--- src/rtl/hba_gpio_ext.sv ---
// GPIO peripheral on the HBA slave bus: per-pin direction, synchronised and debounced inputs,
// rise/fall edge selection and sticky write-1-to-clear interrupt status.
module hba_gpio_ext #(
  parameter int DBUS_WIDTH        = 8,
  parameter int PERIPH_ADDR_WIDTH = 4,
  parameter int REG_ADDR_WIDTH    = 8,
  parameter int ADDR_WIDTH        = PERIPH_ADDR_WIDTH + REG_ADDR_WIDTH,
  parameter int PERIPH_ADDR       = 0,
  parameter int NUM_PINS          = 4,
  parameter int DEBOUNCE_RST      = 0
) (
  input  logic                  hba_clk,
  input  logic                  hba_reset_n,
  input  logic                  hba_rnw,
  input  logic                  hba_select,
  input  logic [ADDR_WIDTH-1:0] hba_abus,
  input  logic [DBUS_WIDTH-1:0] hba_dbus,
  output logic [DBUS_WIDTH-1:0] hba_dbus_slave,
  output logic                  hba_xferack_slave,
  output logic                  slave_interrupt,
  output logic [NUM_PINS-1:0]   gpio_out_en,
  output logic [NUM_PINS-1:0]   gpio_out_sig,
  input  logic [NUM_PINS-1:0]   gpio_in_sig
);

  if (NUM_PINS < 1 || NUM_PINS > DBUS_WIDTH) begin : g_bad_num_pins
    $error("hba_gpio_ext: NUM_PINS must be within 1..DBUS_WIDTH");
  end

  localparam logic [PERIPH_ADDR_WIDTH-1:0] PERIPH_SEL    = PERIPH_ADDR_WIDTH'(PERIPH_ADDR);
  localparam logic [DBUS_WIDTH-1:0]        DEBOUNCE_INIT = DBUS_WIDTH'(DEBOUNCE_RST);
  localparam logic [REG_ADDR_WIDTH-1:0]    OFF_DIR   = REG_ADDR_WIDTH'(0);
  localparam logic [REG_ADDR_WIDTH-1:0]    OFF_PINS  = REG_ADDR_WIDTH'(1);
  localparam logic [REG_ADDR_WIDTH-1:0]    OFF_IEN   = REG_ADDR_WIDTH'(2);
  localparam logic [REG_ADDR_WIDTH-1:0]    OFF_RISE  = REG_ADDR_WIDTH'(3);
  localparam logic [REG_ADDR_WIDTH-1:0]    OFF_FALL  = REG_ADDR_WIDTH'(4);
  localparam logic [REG_ADDR_WIDTH-1:0]    OFF_STS   = REG_ADDR_WIDTH'(5);
  localparam logic [REG_ADDR_WIDTH-1:0]    OFF_DEB   = REG_ADDR_WIDTH'(6);

  typedef enum logic [1:0] {
    ST_IDLE = 2'd0,
    ST_ACK  = 2'd1,
    ST_WAIT = 2'd2
  } bus_state_e;

  bus_state_e                  state_r;
  logic                        ack_r;
  logic [DBUS_WIDTH-1:0]       rdata_r;
  logic                        irq_r;
  logic [NUM_PINS-1:0]         out_en_r;
  logic [NUM_PINS-1:0]         out_sig_r;

  logic [NUM_PINS-1:0]         dir_r;
  logic [NUM_PINS-1:0]         pins_out_r;
  logic [NUM_PINS-1:0]         intr_en_r;
  logic [NUM_PINS-1:0]         rise_en_r;
  logic [NUM_PINS-1:0]         fall_en_r;
  logic [NUM_PINS-1:0]         status_r;
  logic [DBUS_WIDTH-1:0]       debounce_r;

  logic [NUM_PINS-1:0]         sync1_r;
  logic [NUM_PINS-1:0]         sync2_r;
  logic [NUM_PINS-1:0]         filt_r;
  logic [NUM_PINS-1:0]         filt_prev_r;
  logic [DBUS_WIDTH-1:0]       cnt_r [NUM_PINS];

  logic                        periph_hit_s;
  logic [REG_ADDR_WIDTH-1:0]   reg_off_s;
  logic                        xfer_start_s;
  logic                        wr_en_s;
  logic [NUM_PINS-1:0]         wr_pins_s;
  logic [DBUS_WIDTH-1:0]       rd_data_s;
  logic [NUM_PINS-1:0]         edge_set_s;
  logic [NUM_PINS-1:0]         status_clr_s;
  logic [NUM_PINS-1:0]         status_nxt_s;
  logic [NUM_PINS-1:0]         intr_en_nxt_s;

  assign periph_hit_s = (hba_abus[ADDR_WIDTH-1:REG_ADDR_WIDTH] == PERIPH_SEL);
  assign reg_off_s    = hba_abus[REG_ADDR_WIDTH-1:0];
  assign xfer_start_s = (state_r == ST_IDLE) && hba_select && periph_hit_s;
  assign wr_en_s      = xfer_start_s && !hba_rnw;
  assign wr_pins_s    = hba_dbus[NUM_PINS-1:0];

  // Read-data mux; PINS shows the driven value for outputs and the filtered value for inputs
  always_comb begin
    rd_data_s = {DBUS_WIDTH{1'b0}};
    case (reg_off_s)
      OFF_DIR:  rd_data_s[NUM_PINS-1:0] = dir_r;
      OFF_PINS: rd_data_s[NUM_PINS-1:0] = (dir_r & pins_out_r) | (~dir_r & filt_r);
      OFF_IEN:  rd_data_s[NUM_PINS-1:0] = intr_en_r;
      OFF_RISE: rd_data_s[NUM_PINS-1:0] = rise_en_r;
      OFF_FALL: rd_data_s[NUM_PINS-1:0] = fall_en_r;
      OFF_STS:  rd_data_s[NUM_PINS-1:0] = status_r;
      OFF_DEB:  rd_data_s               = debounce_r;
      default:  rd_data_s               = {DBUS_WIDTH{1'b0}};
    endcase
  end

  // Status next-state: new edge events override a simultaneous write-1-to-clear
  always_comb begin
    edge_set_s = ((filt_r & ~filt_prev_r & rise_en_r) | (~filt_r & filt_prev_r & fall_en_r)) & ~dir_r;
    if (wr_en_s && (reg_off_s == OFF_STS)) begin
      status_clr_s = wr_pins_s;
    end else begin
      status_clr_s = {NUM_PINS{1'b0}};
    end
    if (wr_en_s && (reg_off_s == OFF_IEN)) begin
      intr_en_nxt_s = wr_pins_s;
    end else begin
      intr_en_nxt_s = intr_en_r;
    end
    status_nxt_s = (status_r & ~status_clr_s) | edge_set_s;
  end

  // Bus handshake: one ack per select assertion, then hold off until select drops
  always_ff @(posedge hba_clk or negedge hba_reset_n) begin
    if (!hba_reset_n) begin
      state_r <= ST_IDLE;
      ack_r   <= 1'b0;
      rdata_r <= {DBUS_WIDTH{1'b0}};
    end else begin
      ack_r   <= 1'b0;
      rdata_r <= {DBUS_WIDTH{1'b0}};
      case (state_r)
        ST_IDLE: begin
          if (xfer_start_s) begin
            state_r <= ST_ACK;
            ack_r   <= 1'b1;
            rdata_r <= hba_rnw ? rd_data_s : {DBUS_WIDTH{1'b0}};
          end else begin
            state_r <= ST_IDLE;
          end
        end
        ST_ACK:  state_r <= ST_WAIT;
        ST_WAIT: state_r <= hba_select ? ST_WAIT : ST_IDLE;
        default: state_r <= ST_IDLE;
      endcase
    end
  end

  // Control register writes, committed on the IDLE->ACK edge
  always_ff @(posedge hba_clk or negedge hba_reset_n) begin
    if (!hba_reset_n) begin
      dir_r      <= {NUM_PINS{1'b0}};
      pins_out_r <= {NUM_PINS{1'b0}};
      intr_en_r  <= {NUM_PINS{1'b0}};
      rise_en_r  <= {NUM_PINS{1'b0}};
      fall_en_r  <= {NUM_PINS{1'b0}};
      debounce_r <= DEBOUNCE_INIT;
    end else if (wr_en_s) begin
      case (reg_off_s)
        OFF_DIR:  dir_r      <= wr_pins_s;
        OFF_PINS: pins_out_r <= wr_pins_s;
        OFF_IEN:  intr_en_r  <= wr_pins_s;
        OFF_RISE: rise_en_r  <= wr_pins_s;
        OFF_FALL: fall_en_r  <= wr_pins_s;
        OFF_DEB:  debounce_r <= hba_dbus;
        default:  dir_r      <= dir_r;
      endcase
    end
  end

  // Sticky status, interrupt level and pin drive registers
  always_ff @(posedge hba_clk or negedge hba_reset_n) begin
    if (!hba_reset_n) begin
      status_r  <= {NUM_PINS{1'b0}};
      irq_r     <= 1'b0;
      out_en_r  <= {NUM_PINS{1'b0}};
      out_sig_r <= {NUM_PINS{1'b0}};
    end else begin
      status_r  <= status_nxt_s;
      irq_r     <= |(status_nxt_s & intr_en_nxt_s);
      out_en_r  <= dir_r;
      out_sig_r <= pins_out_r & dir_r;
    end
  end

  // Input synchroniser and debounce filter; counter restarts whenever the input agrees with filt
  always_ff @(posedge hba_clk or negedge hba_reset_n) begin
    if (!hba_reset_n) begin
      sync1_r     <= {NUM_PINS{1'b0}};
      sync2_r     <= {NUM_PINS{1'b0}};
      filt_r      <= {NUM_PINS{1'b0}};
      filt_prev_r <= {NUM_PINS{1'b0}};
      for (int i = 0; i < NUM_PINS; i++) begin
        cnt_r[i] <= {DBUS_WIDTH{1'b0}};
      end
    end else begin
      sync1_r     <= gpio_in_sig;
      sync2_r     <= sync1_r;
      filt_prev_r <= filt_r;
      for (int i = 0; i < NUM_PINS; i++) begin
        if (sync2_r[i] == filt_r[i]) begin
          cnt_r[i] <= {DBUS_WIDTH{1'b0}};
        end else if (cnt_r[i] >= debounce_r) begin
          filt_r[i] <= sync2_r[i];
          cnt_r[i]  <= {DBUS_WIDTH{1'b0}};
        end else begin
          cnt_r[i] <= cnt_r[i] + DBUS_WIDTH'(1);
        end
      end
    end
  end

  assign hba_dbus_slave    = rdata_r;
  assign hba_xferack_slave = ack_r;
  assign slave_interrupt   = irq_r;
  assign gpio_out_en       = out_en_r;
  assign gpio_out_sig      = out_sig_r;

endmodule

--- config.mk ---
export PLATFORM = sky130hd
export DESIGN_NAME = hba_gpio_ext
export DESIGN_NICKNAME = d
export VERILOG_FILES = /design/src/rtl/hba_gpio_ext.sv
export SDC_FILE = /design/constraint.sdc
export NUM_CORES = 1
export LEC_CHECK = 0
export ABC_CLOCK_PERIOD_IN_PS = 2050
export CORE_UTILIZATION = 52
export DETAILED_ROUTE_END_ITERATION = 8
export GPL_TIMING_DRIVEN = 0
export MAX_ROUTING_LAYER = met4
export PLACE_DENSITY = 0.76
export SYNTH_ARGS = -nofsm -noshare
export SYNTH_HDL_FRONTEND = slang
export SYNTH_SLANG_ARGS = --single-unit
--- constraint.sdc ---
create_clock -name hba_clk -period 2.05 [get_ports hba_clk]
set_clock_uncertainty 0.05 [all_clocks]
set_input_delay 0.41 -clock hba_clk [delete_from_list [all_inputs] [get_ports hba_clk]]
set_output_delay 0.41 -clock hba_clk [all_outputs]
set_load 0.005 [all_outputs]
Word-level counts from Yosys, hierarchy flattened
Cells that the tools add are included.

Add/subtract/negate cells: 4. Magnitude comparators: 4. Equality and inequality tests: 12. Muxes and demuxes: 20. Bitwise gates (word level): 20. Reduce and logical (&&, ||, !) cells: 20.

Operators by type and width (count): 2-to-1 mux 8 bit (11); bitwise AND 4 bit (9); adder 8 x 1 -> 8 bit (second input constant) (4); >= comparator 8 bit (4); case mux 4 bit (7 select lines) (1); equality test 8 x 3 -> 1 bit (second input constant) (3); AND reduction 2 bit (10); equality test 8 x 2 -> 1 bit (second input constant) (2); inverter 4 bit (4); 2-to-1 mux 4 bit (3); OR 4 bit (3); equality test 8 x 1 -> 1 bit (second input constant) (1); logical NOT 8 bit (1); case mux 2 bit (3 select lines) (1); logical AND 1 bit (5); equality test 1 bit (4); logical NOT 4 bit (1); inverter 1 bit (4); OR reduction 4 bit (1); 2-to-1 mux 1 bit (3); equality test 2 x 1 -> 1 bit (second input constant) (1); equality test 2 bit (second input constant) (1); logical NOT 2 bit (1); 2-to-1 mux 2 bit (1); logical NOT 1 bit (1).

Register bits after elaboration: 100. Input port bits: 28. Output and inout bits: 18.

Depth between registers and ports, before layout
Gate-level depths: netlist of run 1.

Depth after elaboration: 11. Gate-level depth with buffers: 8.

Worst setup path after synthesis of run 1
No wires, ideal clock.

Path type: register to register. From: reg debounce_r[0]. To: reg filt_r[0]. Library setup time: 125 ps. Arrival: 1792 ps. Data required time: 1875 ps. Slack: 83 ps. Stages on the path, launching flop included: 8. Buffers on the path: 0. Period minus slack after synthesis: 1967 ps. Path through: dfrtp_1 ha_1 nand2b_1 a21o_1 a21o_1 a211oi_1 o21ai_0 mux2_2.

Cells in the longest elaborated chain, start to end: 2.

RTL lines: from (decl) (line 59) `logic [DBUS_WIDTH-1:0] debounce_r;`; from (signal assigned) (line 157) `OFF_DEB: debounce_r <= hba_dbus;`; >= comparator 8 bit (line 195) `end else if (cnt_r[i] >= debounce_r) begin`; AND reduction 2 bit (no line); to (signal assigned) (line 183) `filt_r <= {NUM_PINS{1'b0}};`; to (signal, indexed assignment) (line 196) `filt_r[i] <= sync2_r[i];`; to (decl) (line 63) `logic [NUM_PINS-1:0] filt_r;`.

No other way between the ends. A chain may end at the register's enable or synchronous reset.

Worst setup path after layout of run 1
From: reg debounce_r[0]. To: reg filt_r[3].

Same word-level chain as after synthesis.

==> impl_metrics.json, run 1 <==
{
  "path_clk_slew_ps": 100,
  "synth_xor_area_share_pct": 5.075,
  "async_flop_share_pct": 100.0,
  "via_count": 3352,
  "finalSetupViolCount": 0,
  "syn_inst": 412,
  "cts_buffer_depth": 2,
  "die-height_um": 98.40,
  "fin_ws_ps": 28.46,
  "wl_per_cell_um": 16.95,
  "drv_slew": 0,
  "finalHoldViolations": 0,
  "grt_pass1_wl_mm": 16.80,
  "dr.pass1.iters": 8,
  "ant_nets": 0,
  "grt_overflow": 0,
  "worstSetupPathType": "flop to flop",
  "critical-path-max-stage-delay_ps": 490,
  "holdWs_ps": 304.6,
  "switching_power_uw": 778.5,
  "max_clock_freq_mhz": 494.7,
  "crit_top_cell": "a21o_1",
  "multiInputGateArea_um2": 2380,
  "mostFrequentLayoutCell": "dfrtp_1",
  "clockPowerShare_pct": 37.9,
  "maxCapViolations": 0,
  "antenna_found_initial": 0,
  "cp-end-kind": "flop",
  "synthFlopType": "dfrtp_1",
  "synth_area_leaders": "dfrtp_1 (51%), ha_1 (9.3%), mux2_2 (8.4%), xor2_1 (4.4%), nor2_1 (3.3%)",
  "violations": "design-rule violations",
  "status": "finished with violations",
  "syn_to_final_growth_pct": 22.16,
  "critical_path.cell_chain": "ha_4, nand2b_4, a21o_1, a21o_1, a211oi_2, o21ai_1, mux2_2",
  "comb_power_share_pct": 5.6,
  "drt_iter0_drc": 160,
  "cp_slowest_cell": "dfrtp_2",
  "cp.required_ps": 2260,
  "regArea_um2": 2479,
  "fin_crit_sh_pct": 98.61,
  "cellLeakagePower_uw": 0.002669,
  "cts-root-buf": "clkbuf_8",
  "synth-seq-cells": 99,
  "die_area_um2": 9682,
  "final_cell_mix": "dfrtp_1 (98), clkdlybuf4s50_1 (37), mux2_2 (34), ha_1 (34)",
  "synth_edf_count": 0,
  "critPathMaxFanout": 5,
  "drive_above_1_share_pct": 23.51,
  "power_uw": 3516,
  "track_usage_pct": 22.83,
  "yosysTopAreaCellShare_pct": 51.27,
  "syn_area_um2": 4832,
  "numCtsBuffers": 9,
  "final_design_area_no_fill_um2": 5903,
  "diodes": 0,
  "synth-compound-area-share_pct": 9.089,
  "synth.avg_cell_area_um2": 11.73,
  "fillCellCount": 678,
  "insertion_delay_ps": 370,
  "rsz0062_at_grt": "true",
  "nNetsFinal": 545,
  "synth_cell_type_count": 41,
  "place_congestion": 0.8430,
  "synth_fa_ha_area_share_pct": 9.322,
  "p_sw_share_pct": 22.14,
  "worst_slew_pin_slew_ps": 647.4,
  "power_density_nw_per_um2": 595.6,
  "dp_hpwl_mm": 7.002,
  "synth_largest_area_cell": "dfrtp_1",
  "synthMuxAreaShare_pct": 8.389,
  "dp_cells": 565,
  "yosysWarnings": 0,
  "synth_top_family_by_area": "simple AND/OR/NAND/NOR gates",
  "avgViaCountPerCell": 5.653,
  "crit_path_start_kind": "flop",
  "p_int_uw": 2737,
  "cp.arrival_ps": 2230,
  "die_x_um": 98.40,
  "vdd_drop_max_uv": 354.8,
  "ys_seq_area_share_pct": 51.27,
  "grt_max_degree": 71,
  "cp_top_family": "compound AO/OA/AOI/OAI gates",
  "drc": 2,
  "io_buffers": 44,
  "placed_area_um2": 5433,
  "seqPwrFrac_pct": 56.5,
  "stdcell_count": 593,
  "cp.buffers_inverters": 0,
  "start_util_pct": 54.61,
  "io_pins": 46,
  "period_minus_slack_ps": 2022,
  "dp_slack_ps": -523.0,
  "h-tree-depth": 3,
  "syn_nets": 476,
  "slew_headroom_pct": 56.84,
  "hold_class": "flop to flop",
  "grt_pass1_vias": 3505,
  "cts_tree": "yes",
  "totalWireLength_mm": 10.05,
  "cts.sinks": 99,
  "rows": 34,
  "synthSimpleGateAreaFrac_pct": 14.45,
  "coreArea_um2": 8848
}
[synth_stat cells (2+ instances only)]
cell	instances
nand2b_1	4
xor2_1	24
nand4b_1	5
nor4_1	5
o21ai_0	5
buf_1	2
o221a_2	4
nor2b_1	6
nand3_1	21
and3_1	8
nand2_1	16
o31ai_1	4
clkbuf_1	2
a211oi_1	4
xnor2_1	4
a21oi_1	8
and2_1	5
mux2_2	36
inv_1	20
ha_1	36
a22oi_1	6
dfrtp_1	99
a31oi_1	4
a21o_1	12
buf_2	3
o211ai_1	4
nor2_1	42
nor3b_1	4
o2bb2ai_1	4
o2111ai_1	4
[metrics by stage]
step | setup TNS (ps) | util, %
6_report | 0 | 66.71
5_1_grt | -551.3 | 66.71
4_1_cts | -25.04 | 65.38
3_5_place_dp | -17490 | 61.40
3_3_place_gp | -315270 | 61.11
2_1_floorplan | 0 | -
[path summary, 6_finish.rpt]
| check | slack, ps | to | startpoint | cells after the start |
|---|---|---|---|---|
| max reg2reg | 30 | filt_r[3]$_DFFE_PN0P_ | debounce_r[0]$_DFFE_PN0P_ | 7 |
| min reg2reg | 300 | sync2_r[2]$_DFF_PN0_ | sync1_r[2]$_DFF_PN0_ | 0 |
| min | 300 | sync2_r[2]$_DFF_PN0_ | sync1_r[2]$_DFF_PN0_ | 0 |
| max | 30 | filt_r[3]$_DFFE_PN0P_ | debounce_r[0]$_DFFE_PN0P_ | 7 |
| min in group asynchronous | 460 | dir_r[3]$_DFFE_PN0P_ | hba_reset_n | 2 |
| max in group asynchronous | 800 | debounce_r[0]$_DFFE_PN0P_ | hba_reset_n | 3 |
[routing by layer]
layer | wire, um | vias up | GRT usage (%)
li1 | - | 1606 | -
met1 | 4600 | 1687 | 28.39
met2 | 5098 | 48 | 38.41
met3 | 226 | 11 | 4.295
met4 | 129 | 0 | 5.970
met5 | 0 | - | -
[kinds of logic after synthesis]
family,after synthesis
XOR/XNOR,28
buffers and inverters,28
adder cells (fa/ha/maj),36
AND/OR/NAND/NOR,125
flip-flops,99
multiplexers,36
AO/OA/AOI/OAI,60
[power by group through the flow]
stage	registers [uW]	clock network [uW]	logic [uW]
after detailed placement	2020	0	189
after floorplan	2020	0	65.1
after global placement	2020	0	179
after CTS	1990	1360	195
final	1990	1330	198
after global routing	1990	1430	219
[final cells by class]
cell class | instances | share of cell area (%)
buffer | 7 | 0.6571
clock inverter | 5 | 1.335
inverter | 20 | 1.272
timing repair buffer | 59 | 9.983
multi-input combinational | 285 | 40.31
tap | 108 | 2.289
sequential | 99 | 41.99
clock buffer | 10 | 2.162
[registers in the layout (all words and copies together), names as in the netlist, 4 cells and up]
| signal | count |
|---|---|
| cnt_r | 32 |
| debounce_r | 8 |
| hba_dbus_slave | 8 |
| dir_r | 4 |
| fall_en_r | 4 |
| filt_prev_r | 4 |
| filt_r | 4 |
| gpio_out_en | 4 |
| gpio_out_sig | 4 |
| intr_en_r | 4 |
| pins_out_r | 4 |
| rise_en_r | 4 |
| status_r | 4 |
| sync1_r | 4 |
| sync2_r | 4 |
[repair_timing]
item                       4_1_cts  5_1_grt
buffers inserted                13        0
setup endpoints to repair       56       66
hold buffers                     1        0
hold endpoints to repair        29        0
pin swaps                        9       19
resized for setup               14       33
(Power assumes the default switching activity.)
==> inputs of run 2 (changes only) <==
==> constraint.sdc (replaced) <==
create_clock -name hba_clk -period 2.05 [get_ports hba_clk]
set_clock_uncertainty 0.05 [all_clocks]
set_input_delay 0.41 -clock hba_clk [delete_from_list [all_inputs] [get_ports hba_clk]]
set_output_delay 0.41 -clock hba_clk [all_outputs]
set_load 0.01 [all_outputs]
==> results of run 2 <==
The final DEF is identical to that of run 1. Status: finished with violations: design-rule violations.
==> inputs of run 3 (changes only) <==
--- a/config.mk
+++ b/config.mk
@@ -8,6 +8,7 @@
 export ABC_CLOCK_PERIOD_IN_PS = 2050
 export CORE_UTILIZATION = 52
 export DETAILED_ROUTE_END_ITERATION = 8
+export GPL_ROUTABILITY_DRIVEN = 0
 export GPL_TIMING_DRIVEN = 0
 export MAX_ROUTING_LAYER = met4
 export PLACE_DENSITY = 0.76
==> results of run 3 <==
The final DEF is identical to that of run 1. Status: finished with violations: design-rule violations.
